===== src/rtl/axi_llc_pkg.sv =====
// Shared definitions for the LLC Ax-channel splitter.
//   - AXI burst encodings
//   - descriptor field widths for the default configuration
//   - ax_split_desc_t: one per-cache-line descriptor
//   - split_state_e: splitter FSM states
package axi_llc_pkg;

  localparam logic [1:0] BURST_FIXED = 2'b00;
  localparam logic [1:0] BURST_INCR  = 2'b01;
  localparam logic [1:0] BURST_WRAP  = 2'b10;

  localparam int unsigned DESC_ADDR_W  = 64;
  localparam int unsigned DESC_ID_W    = 6;
  localparam int unsigned DESC_USER_W  = 4;
  localparam int unsigned DESC_LEN_W   = 8;
  localparam int unsigned DESC_SIZE_W  = 3;
  localparam int unsigned DESC_BURST_W = 2;

  typedef struct packed {
    logic [DESC_ID_W-1:0]    id;
    logic [DESC_ADDR_W-1:0]  addr;
    logic [DESC_LEN_W-1:0]   len;
    logic [DESC_SIZE_W-1:0]  size;
    logic [DESC_BURST_W-1:0] burst;
    logic [DESC_USER_W-1:0]  user;
    logic                    rw;
    logic                    first;
    logic                    last;
  } ax_split_desc_t;

  typedef enum logic {
    ST_IDLE  = 1'b0,
    ST_SPLIT = 1'b1
  } split_state_e;

endpackage


===== src/rtl/axi_llc_line_split.sv =====
// Purely combinational cache-line split of one held Ax transaction.
// Ports:
//   i_addr, i_len, i_size, i_burst : current (remaining) transaction
//   o_desc_len  : beats-1 carried by the descriptor for the current line
//   o_next_addr : start of the following cache line
//   o_next_len  : beats-1 remaining after this descriptor
//   o_last      : this descriptor finishes the transaction
module axi_llc_line_split
  import axi_llc_pkg::*;
#(
  parameter int unsigned AddrWidth  = 64,
  parameter int unsigned LineOffset = 7
) (
  input  logic [AddrWidth-1:0] i_addr,
  input  logic [7:0]           i_len,
  input  logic [2:0]           i_size,
  input  logic [1:0]           i_burst,
  output logic [7:0]           o_desc_len,
  output logic [AddrWidth-1:0] o_next_addr,
  output logic [7:0]           o_next_len,
  output logic                 o_last
);

  localparam logic [LineOffset:0]  LINE_BYTES  = {1'b1, {LineOffset{1'b0}}};
  localparam logic [LineOffset:0]  ONE_BYTE    = {{LineOffset{1'b0}}, 1'b1};
  localparam logic [AddrWidth-1:0] LINE_STRIDE = {{(AddrWidth-LineOffset-1){1'b0}}, LINE_BYTES};

  logic [LineOffset:0] w_bytes_on_line;
  logic [LineOffset:0] w_bytes_m1;
  logic [8:0]          w_beats_on_line;
  logic [8:0]          w_beats_m1;

  assign w_bytes_on_line = LINE_BYTES - {1'b0, i_addr[LineOffset-1:0]};
  assign w_bytes_m1      = w_bytes_on_line - ONE_BYTE;
  // Beats needed to reach the line end: ceil(bytes / 2^size).
  assign w_beats_on_line = 9'(w_bytes_m1 >> i_size) + 9'd1;
  assign w_beats_m1      = w_beats_on_line - 9'd1;

  // Only INCR bursts are split; FIXED/WRAP go out as a single descriptor.
  assign o_last      = (i_burst != BURST_INCR) || (w_beats_m1 >= {1'b0, i_len});
  assign o_desc_len  = o_last ? i_len : w_beats_m1[7:0];
  // Only meaningful when o_last=0, where beats_on_line <= len fits 8 bits.
  assign o_next_len  = i_len - w_beats_on_line[7:0];
  assign o_next_addr = {i_addr[AddrWidth-1:LineOffset], {LineOffset{1'b0}}} + LINE_STRIDE;

endmodule


===== src/rtl/axi_llc_ax_splitter.sv =====
// Sequential Ax-channel splitter: holds one AW/AR transaction and emits one
// per-cache-line descriptor per accepted handshake.
// Ports:
//   clk_i, rst_i             : clock, synchronous active-high reset
//   ax_*                     : incoming AXI Ax channel (valid/ready)
//   desc_*                   : outgoing line descriptors (valid/ready)
//   busy_o                   : a transaction is currently held
//
// state    | meaning
// ST_IDLE  | no transaction held, ax_ready_o=1
// ST_SPLIT | transaction held, descriptor for current line on desc_*
module axi_llc_ax_splitter
  import axi_llc_pkg::*;
#(
  parameter int unsigned AddrWidth  = 64,
  parameter int unsigned IdWidth    = 6,
  parameter int unsigned UserWidth  = 4,
  parameter int unsigned LineOffset = 7,
  parameter logic        Write      = 1'b0
) (
  input  logic                 clk_i,
  input  logic                 rst_i,
  input  logic                 ax_valid_i,
  output logic                 ax_ready_o,
  input  logic [IdWidth-1:0]   ax_id_i,
  input  logic [AddrWidth-1:0] ax_addr_i,
  input  logic [7:0]           ax_len_i,
  input  logic [2:0]           ax_size_i,
  input  logic [1:0]           ax_burst_i,
  input  logic [UserWidth-1:0] ax_user_i,
  output logic                 desc_valid_o,
  input  logic                 desc_ready_i,
  output logic [IdWidth-1:0]   desc_id_o,
  output logic [AddrWidth-1:0] desc_addr_o,
  output logic [7:0]           desc_len_o,
  output logic [2:0]           desc_size_o,
  output logic [1:0]           desc_burst_o,
  output logic [UserWidth-1:0] desc_user_o,
  output logic                 desc_rw_o,
  output logic                 desc_first_o,
  output logic                 desc_last_o,
  output logic                 busy_o
);

  split_state_e         r_state;
  split_state_e         w_state_next;
  logic [IdWidth-1:0]   r_id;
  logic [AddrWidth-1:0] r_addr;
  logic [7:0]           r_len;
  logic [2:0]           r_size;
  logic [1:0]           r_burst;
  logic [UserWidth-1:0] r_user;
  logic                 r_first;

  logic [7:0]           w_desc_len;
  logic [AddrWidth-1:0] w_next_addr;
  logic [7:0]           w_next_len;
  logic                 w_last;
  logic                 w_desc_hs;
  logic                 w_ax_hs;

  axi_llc_line_split #(
    .AddrWidth  (AddrWidth),
    .LineOffset (LineOffset)
  ) u_line_split (
    .i_addr      (r_addr),
    .i_len       (r_len),
    .i_size      (r_size),
    .i_burst     (r_burst),
    .o_desc_len  (w_desc_len),
    .o_next_addr (w_next_addr),
    .o_next_len  (w_next_len),
    .o_last      (w_last)
  );

  assign w_desc_hs = desc_valid_o & desc_ready_i;
  assign w_ax_hs   = ax_valid_i & ax_ready_o;

  // State register
  always_ff @(posedge clk_i) begin
    if (rst_i) begin
      r_state <= ST_IDLE;
    end else begin
      r_state <= w_state_next;
    end
  end

  // Next-state logic
  always_comb begin
    w_state_next = r_state;
    case (r_state)
      ST_IDLE:  if (ax_valid_i) w_state_next = ST_SPLIT;
      // A new Ax accepted alongside the final handshake keeps us in SPLIT.
      ST_SPLIT: if (w_desc_hs && w_last && !ax_valid_i) w_state_next = ST_IDLE;
      default:  w_state_next = ST_IDLE;
    endcase
  end

  // Output logic
  always_comb begin
    ax_ready_o   = 1'b0;
    desc_valid_o = 1'b0;
    busy_o       = 1'b0;
    case (r_state)
      ST_IDLE: ax_ready_o = 1'b1;
      ST_SPLIT: begin
        desc_valid_o = 1'b1;
        busy_o       = 1'b1;
        ax_ready_o   = desc_ready_i & w_last;
      end
      default: ax_ready_o = 1'b0;
    endcase
  end

  // Held transaction
  always_ff @(posedge clk_i) begin
    if (rst_i) begin
      r_id    <= '0;
      r_addr  <= '0;
      r_len   <= '0;
      r_size  <= '0;
      r_burst <= '0;
      r_user  <= '0;
      r_first <= 1'b0;
    end else if (w_ax_hs) begin
      r_id    <= ax_id_i;
      r_addr  <= ax_addr_i;
      r_len   <= ax_len_i;
      r_size  <= ax_size_i;
      r_burst <= ax_burst_i;
      r_user  <= ax_user_i;
      r_first <= 1'b1;
    end else if (w_desc_hs && !w_last) begin
      r_addr  <= w_next_addr;
      r_len   <= w_next_len;
      r_first <= 1'b0;
    end
  end

  assign desc_id_o    = r_id;
  assign desc_addr_o  = r_addr;
  assign desc_len_o   = w_desc_len;
  assign desc_size_o  = r_size;
  assign desc_burst_o = r_burst;
  assign desc_user_o  = r_user;
  assign desc_rw_o    = Write;
  assign desc_first_o = r_first;
  assign desc_last_o  = w_last;

`ifndef SYNTHESIS
  // INCR bursts crossing the top of the address space break the 4 KiB rule.
  a_no_addr_wrap: assert property (@(posedge clk_i) disable iff (rst_i)
    (desc_valid_o && !w_last) |-> (w_next_addr > r_addr));

  a_desc_stable: assert property (@(posedge clk_i) disable iff (rst_i)
    (desc_valid_o && !desc_ready_i) |=>
      (desc_valid_o && $stable(desc_addr_o) && $stable(desc_len_o) &&
       $stable(desc_id_o) && $stable(desc_first_o) && $stable(desc_last_o)));
`endif

endmodule


===== config.mk =====
export PLATFORM = sky130hd
export DESIGN_NAME = axi_llc_ax_splitter
export DESIGN_NICKNAME = d
export VERILOG_FILES = /design/src/rtl/axi_llc_pkg.sv /design/src/rtl/axi_llc_line_split.sv /design/src/rtl/axi_llc_ax_splitter.sv
export SDC_FILE = /design/constraint.sdc
export NUM_CORES = 1
export LEC_CHECK = 0
export CAP_MARGIN = 20
export CELL_PAD_IN_SITES_DETAIL_PLACEMENT = 1
export CELL_PAD_IN_SITES_GLOBAL_PLACEMENT = 1
export CORE_UTILIZATION = 36
export CTS_BUF_LIST = sky130_fd_sc_hd__clkbuf_4 sky130_fd_sc_hd__clkbuf_8 sky130_fd_sc_hd__clkbuf_16
export CTS_CLUSTER_SIZE = 16
export DETAILED_ROUTE_END_ITERATION = 8
export PLACE_DENSITY = 0.87
export RECOVER_POWER = 100
export SLEW_MARGIN = 0
export SYNTH_ARGS = -nofsm -noshare
export SYNTH_HDL_FRONTEND = slang
export SYNTH_SLANG_ARGS = --single-unit

===== constraint.sdc =====
create_clock -name clk_i -period 11.5 [get_ports clk_i]
set_input_delay 1.15 -clock clk_i [delete_from_list [all_inputs] [get_ports clk_i]]
set_output_delay 1.15 -clock clk_i [all_outputs]
set_load 0.1 [all_outputs]

# --- Yosys cells after proc, flatten, opt, wreduce, memory -nomap -nowiden ---
# Cells that the tools add are included.
word_totals:
  regBits: 89
  latch_bits: 0
  ram_bits: 0
  romBits: 0
  out_inout_bits: 93
  word_cells: 40
  memories: 0
classes:
  addsub: 6
  multipliers: 0
  div_mod_pow: 0
  magnitude_cmp: 1
  n_eq_ne: 1
  shifts: 1
  mux: 12
  bitwise_logic: 4
  n_reduce_logical: 7
ops:
  columns: ["operator", "count"]
  rows:
  - ["two-way mux 64 bit", 2]
  - ["adder 64 x 8 -> 64 bit, second input constant", 1]
  - ["two-way mux 8 bit", 3]
  - ["adder 9 x 1 -> 9 bit, second input constant", 1]
  - [">= comparator 9 x 8 -> 1 bit", 1]
  - [">> shifter 8 x 3 -> 9 bit", 1]
  - ["subtractor 9 x 1 -> 9 bit, second input constant", 1]
  - ["subtractor 8 x 1 -> 8 bit, second input constant", 1]
  - ["subtractor 8 x 7 -> 8 bit, first input constant", 1]
  - ["subtractor 8 bit", 1]
  - ["two-way mux 1 bit", 5]
  - ["one-hot mux 1 bit (2 select lines)", 2]
  - ["AND 1 bit", 3]
  - ["logical AND 1 bit", 3]
  - ["logical NOT 1 bit", 2]
  - ["!= test 2 x 1 -> 1 bit, second input constant", 1]
  - ["nonzero test 2 bit", 1]
  - ["logical OR 1 bit", 1]
  - ["inverter 1 bit", 1]

# --- Logic depth before layout (Yosys ltp) ---
logic_depth:
  depth_word: 11
  ltp_mapped: 23

# --- Hierarchy ---
# Synthesis repeated with hierarchy kept, for this count alone.
unflattened:
  cells_unflattened: 948
  hier_area_um2: 7219.4
modules_own_cells:
  columns: ["module", "n_inst", "cells_each", "area_per_inst_um2"]
  rows:
  - ["axi_llc_ax_splitter", 1, 650, 5069.9]
  - ["axi_llc_line_split", 1, 298, 2149.6]

# --- Worst setup path before layout ---
# Ideal clock, no wire load.
synth_path:
  path_kind: "reg2out"
  from: "reg r_size[0], in the netlist desc_size_o[0]"
  to: "out desc_len_o[0]"
  arrival_ns: 6.845
  path_slack_ns: 3.505
  path_stages_with_launch: 20
  n_path_buf: 2
  path_cell_list: "dfxtp_1 -> buf_6 -> mux2i_1 -> o22ai_1 -> a21oi_1 -> ha_1 -> nand3_1 -> nor3_1 -> xor2_1 -> nand3_1 -> xor2_1 -> ha_1 -> nand4_1 -> nor2_1 -> nand2_1 -> nand3_1 -> nor2_1 -> nand2_1 -> clkbuf_1 -> o21ai_0"
synth_between:
  elab_chain_len: 6
synth_rtl:
  columns: ["item", "line_no", "source"]
  rows:
  - ["start: declaration", "axi_llc_ax_splitter.sv:50", "logic [2:0] r_size;"]
  - ["start signal: assignment", "axi_llc_ax_splitter.sv:129", "r_size <= ax_size_i;"]
  - [">> shifter 8 x 3 -> 9 bit", "axi_llc_line_split.sv:36", "assign w_beats_on_line = 9'(w_bytes_m1 >> i_size) + 9'd1;"]
  - ["adder 9 x 1 -> 9 bit", "axi_llc_line_split.sv:36", null]
  - ["subtractor 9 x 1 -> 9 bit", "axi_llc_line_split.sv:37", "assign w_beats_m1 = w_beats_on_line - 9'd1;"]
  - [">= comparator 9 x 8 -> 1 bit", "axi_llc_line_split.sv:40", "assign o_last = (i_burst != BURST_INCR) || (w_beats_m1 >= {1'b0, i_len});"]
  - ["logical OR 1 bit", "axi_llc_line_split.sv:40", null]
  - ["net desc_last_o", "axi_llc_ax_splitter.sv:41", "output logic desc_last_o,"]
  - ["two-way mux 8 bit", "axi_llc_line_split.sv:41", "assign o_desc_len = o_last ? i_len : w_beats_m1[7:0];"]
  - ["end: declaration", "axi_llc_ax_splitter.sv:35", "output logic [7:0] desc_len_o,"]
# The timed path passes the listed nets, and every way through them passes these cells.

# --- Final worst setup path ---
layout_path:
  from: "reg r_size[1], in the netlist desc_size_o[1]"
  to: "reg r_addr[31], in the netlist desc_addr_o[31]"
layout_between:
  elab_chain_len: 9
  word_cells_on_any_way: 12
  classes_between: "2 x add/sub; 1 x order compare; 1 x shift; 2 x mux; 2 x bitwise; 4 x reduce/logical"
layout_rtl:
  columns: ["item", "line_no", "source"]
  rows:
  - [">> shifter 8 x 3 -> 9 bit (*)", "axi_llc_line_split.sv:36", null]
  - ["adder 9 x 1 -> 9 bit (*)", "axi_llc_line_split.sv:36", null]
  - ["subtractor 9 x 1 -> 9 bit (*)", "axi_llc_line_split.sv:37", null]
  - [">= comparator 9 x 8 -> 1 bit (*)", "axi_llc_line_split.sv:40", null]
  - ["logical OR 1 bit (*)", "axi_llc_line_split.sv:40", null]
  - ["AND 1 bit", "axi_llc_ax_splitter.sv:109", "ax_ready_o = desc_ready_i & w_last;"]
  - ["one-hot mux 1 bit (2 select lines)", "axi_llc_ax_splitter.sv:104", "case (r_state)"]
  - ["AND 1 bit", "axi_llc_ax_splitter.sv:77", "assign w_ax_hs = ax_valid_i & ax_ready_o;"]
  - ["two-way mux 64 bit or nonzero test 2 bit (tied branches)", null, null]
  - ["end signal: assignment", "axi_llc_ax_splitter.sv:127", "r_addr <= ax_addr_i;"]
  - ["end signal: assignment", "axi_llc_ax_splitter.sv:134", "r_addr <= w_next_addr;"]
  - ["end: declaration", "axi_llc_ax_splitter.sv:48", "logic [AddrWidth-1:0] r_addr;"]
# Mark *: on every way between the ends. The rest lies on a longest branch, timed or not.
# A chain may end at the register's enable or synchronous reset.

==> results.sh <==
export IMPL_cts_hold_buf=0
export IMPL_avgSynthCellArea_um2=7.572
export IMPL_hold_viol=0
export IMPL_worst_slew_pin_slew_ns=2.814
export IMPL_num_fill_cells=1886
export IMPL_fin_nets=1012
export IMPL_start_kind="flop"
export IMPL_drt_iter0_markers=276
export IMPL_post_drt_via_cell_ratio=5.537
export IMPL_routed_wl_um=20200
export IMPL_hpwl_um=14020
export IMPL_min_from="desc_user_o[2]"
export IMPL_clk_pin_slew_ns=0.07
export IMPL_cp_required_ns=11.69
export IMPL_fp_coreArea_um2=15370
export IMPL_p_per_area_nw_per_um2=145.3
export IMPL_grt_max_degree=92
export IMPL_cts_sinks=89
export IMPL_crit_start="desc_size_o[1]"
export IMPL_cts_resized_gates=0
export IMPL_finalMaxSlewViolations=222
export IMPL_ir_worst_vdd_uv=76.21
export IMPL_ys_async_sr_fraction_pct=0
export IMPL_syn_nets=863
export IMPL_power_uw=1144
export IMPL_setup_viol=0
export IMPL_synth_top_area_share_pct=31.17
export IMPL_worstSetupEndpointType="flop"
export IMPL_maxCapViolCount=5
export IMPL_slowest_stage="and2_0"
export IMPL_ioPinCount=184
export IMPL_grtUsageTotal_pct=25.21
export IMPL_critical_path_most_common_cell="a21oi_1"
export IMPL_crit_path_max_incr_delay_ns=2.14
export IMPL_dpl_cell_area_um2=7576
export IMPL_dieArea_um2=16390
export IMPL_worst_setup_path_type="reg2reg"
export IMPL_syn_inst=755
export IMPL_syn_cell_area_um2=5717
export IMPL_avgRoutedWirePerCell_um=18.05
export IMPL_drc=0
export IMPL_clk_latency_ns=0.35
export IMPL_finClkSkew_ns=0.006301
export IMPL_synth_edf_count=0
export IMPL_status="complete, but fails checks"
export IMPL_yosysUniqueCellTypes=73
export IMPL_cts_buffer_depth=2
export IMPL_htree_levels=3
export IMPL_overflow=0
export IMPL_ys_flop_type="dfxtp_1"
export IMPL_fin_crit_ns=8.560
export IMPL_ys_seq_area_share_pct=31.17
export IMPL_yosys_top_cells_area="dfxtp_1 (31%), a21oi_1 (6.6%), nand2_1 (6.1%), nor2_1 (5.8%), ha_1 (3.5%)"
export IMPL_ant_nets=0
export IMPL_crit_buf_inv=1
export IMPL_pre_cts_ws_ns=4.796
export IMPL_hold_class="reg2reg"
export IMPL_syn2layout_area_growth_pct=37.75
export IMPL_synth_top_cell_by_area="dfxtp_1"
export IMPL_grt_pass1_wl_um=32440
export IMPL_diodes=0
export IMPL_fp_dieH_um=128.0
export IMPL_p_leak_uw=0.003034
export IMPL_violations="max-capacitance violations, max-slew violations"
export IMPL_die_x_um=128.0
export IMPL_multi_input_area_um2=3557
export IMPL_ys_ff_latch=89
export IMPL_hold_slack_ns=0.4488
export IMPL_critPathArrivalTime_ns=8.75
export IMPL_drt_pass1_iter_count=4
export IMPL_yosysWarnings=0
export IMPL_post_route_cell_area_um2=7875
export IMPL_antenna_found_initial=0
export IMPL_synth_most_common_cell="nand2_1"
export IMPL_fin_crit_sh_pct=74.43
export IMPL_grt_setup_unrepaired="false"
export IMPL_cp_cell_sequence="mux2i_1, a21oi_1, a21oi_1, ha_1, nand3_1, nor3_1, xor2_1, xor2_1, ha_1, nand3_1, a21oi_1, o31a_1, nor3_1, and2_0, nor2_1, clkbuf_1, o21ai_0, a21oi_1"
export IMPL_routabilityCongestion=0.8952
export IMPL_r2r_start="desc_size_o[1]"
export IMPL_layout_drive_gt1_share_pct=4.075
export IMPL_core_rowCount=45
export IMPL_slew_headroom_pct=-87.74
export IMPL_cts_setup_buffers=0
export IMPL_regArea_um2=1782
export IMPL_synth_commonest_cells="nand2_1 (93), dfxtp_1 (89), nor2_1 (88)"
export IMPL_critPathTopFamily="simple AND/OR/NAND/NOR gates"
export IMPL_cts_root_buf="clkbuf_16"
export IMPL_fin_ws_ns=2.940
export IMPL_io_buffers=182
export IMPL_grt_pass1_vias=6328
export IMPL_max_clock_freq_mhz=116.8
export IMPL_setup_tns_ns=0
export IMPL_cts_inserted_buffers=9
export IMPL_cp_max_fo=46
export IMPL_initial_core_util_pct=37.19
export IMPL_cts_tree="yes"
export IMPL_vias=6196
==> flip-flops by register name, summed over array words and instances (netlist names) <==
register,cells
desc_burst_o,2
r_state,1
desc_user_o,4
desc_addr_o,64
r_len,8
desc_size_o,3
desc_first_o,1
desc_id_o,6
==> worst paths after layout <==
path / cells after the start / to / slack, ns
setup / recovery: 18 / desc_addr_o[31] / 2.94
hold / removal: 2 / desc_user_o[2] / 0.45
setup reg to reg: 18 / desc_addr_o[31] / 2.94
hold reg to reg: 2 / desc_user_o[2] / 0.45
==> cell usage in the layout, fill, tap and decap left out, types with 6 or more instances in the layout <==
master           count
dfxtp_1             89
clkdlybuf4s50_1     89
a221oi_1            10
nand3_1             34
xor2_1              22
dlygate4sd3_1       92
mux2i_1              9
or3_1               10
nor3b_1              6
and2_1               9
nand4_1             11
and3_1              19
clkbuf_16            9
inv_1               28
ha_1                16
xnor2_1             13
a31oi_1             15
a32oi_1             12
nor2_1              89
a21oi_1             76
o21ai_0             39
a211oi_1            13
nand3b_1             6
nand2_1             92
nor3_1              12
==> area by class of cell <==
type	instances	area share, %
inverter	29	1.382
sequential	89	22.62
tap	211	3.352
clock inverter	2	0.4766
timing repair buffer	186	23.59
clock buffer	13	3.400
multi-input combinational	589	45.17
==> power by group <==
part           internal [µW]  switching, µW
clock                    184            125
sequential               330           29.1
combinational            147            329
==> kinds of logic (layout without fill, tap and decap cells) <==
kind of cell | Yosys count | count (layout) | synth area share [%]
flops | 89 | 89 | 31.17
simple gates | 318 | 318 | 26.99
buf+inv | 77 | 230 | 6.456
mux | 14 | 14 | 2.823
compound gates | 203 | 203 | 22.81
other cells | 1 | 1 | 0.06560
fa+ha+maj | 17 | 17 | 3.852
xor+xnor | 36 | 36 | 5.844
==> metrics by stage <==
step | utilization [%] | std cells
after CTS | 51.27 | 1117
after global routing | 51.23 | 1119
after global placement | 49.29 | 1102
after detailed placement | 49.29 | 1102
final | 51.23 | 1119
after floorplan | - | 755
==> routing by layer <==
metal  vias up  part of all wire [%]  track usage (%)
met2       178                    49            44.53
met4         0                   2.5            10.03
met1      2982                    42            28.84
met5         -                     0                0
met3        36                   6.9            6.636
li1       3000                     -                -
==> worst min-delay path: cells and delay by family, from the launching register on <==
kind / cells / cell delay, ns
and+or+nand+nor: 1 / 0.05
DFF: 1 / 0.30
AOI/OAI and AO/OA: 1 / 0.05
No activity file was read; power rests on OpenSTA's default activity.
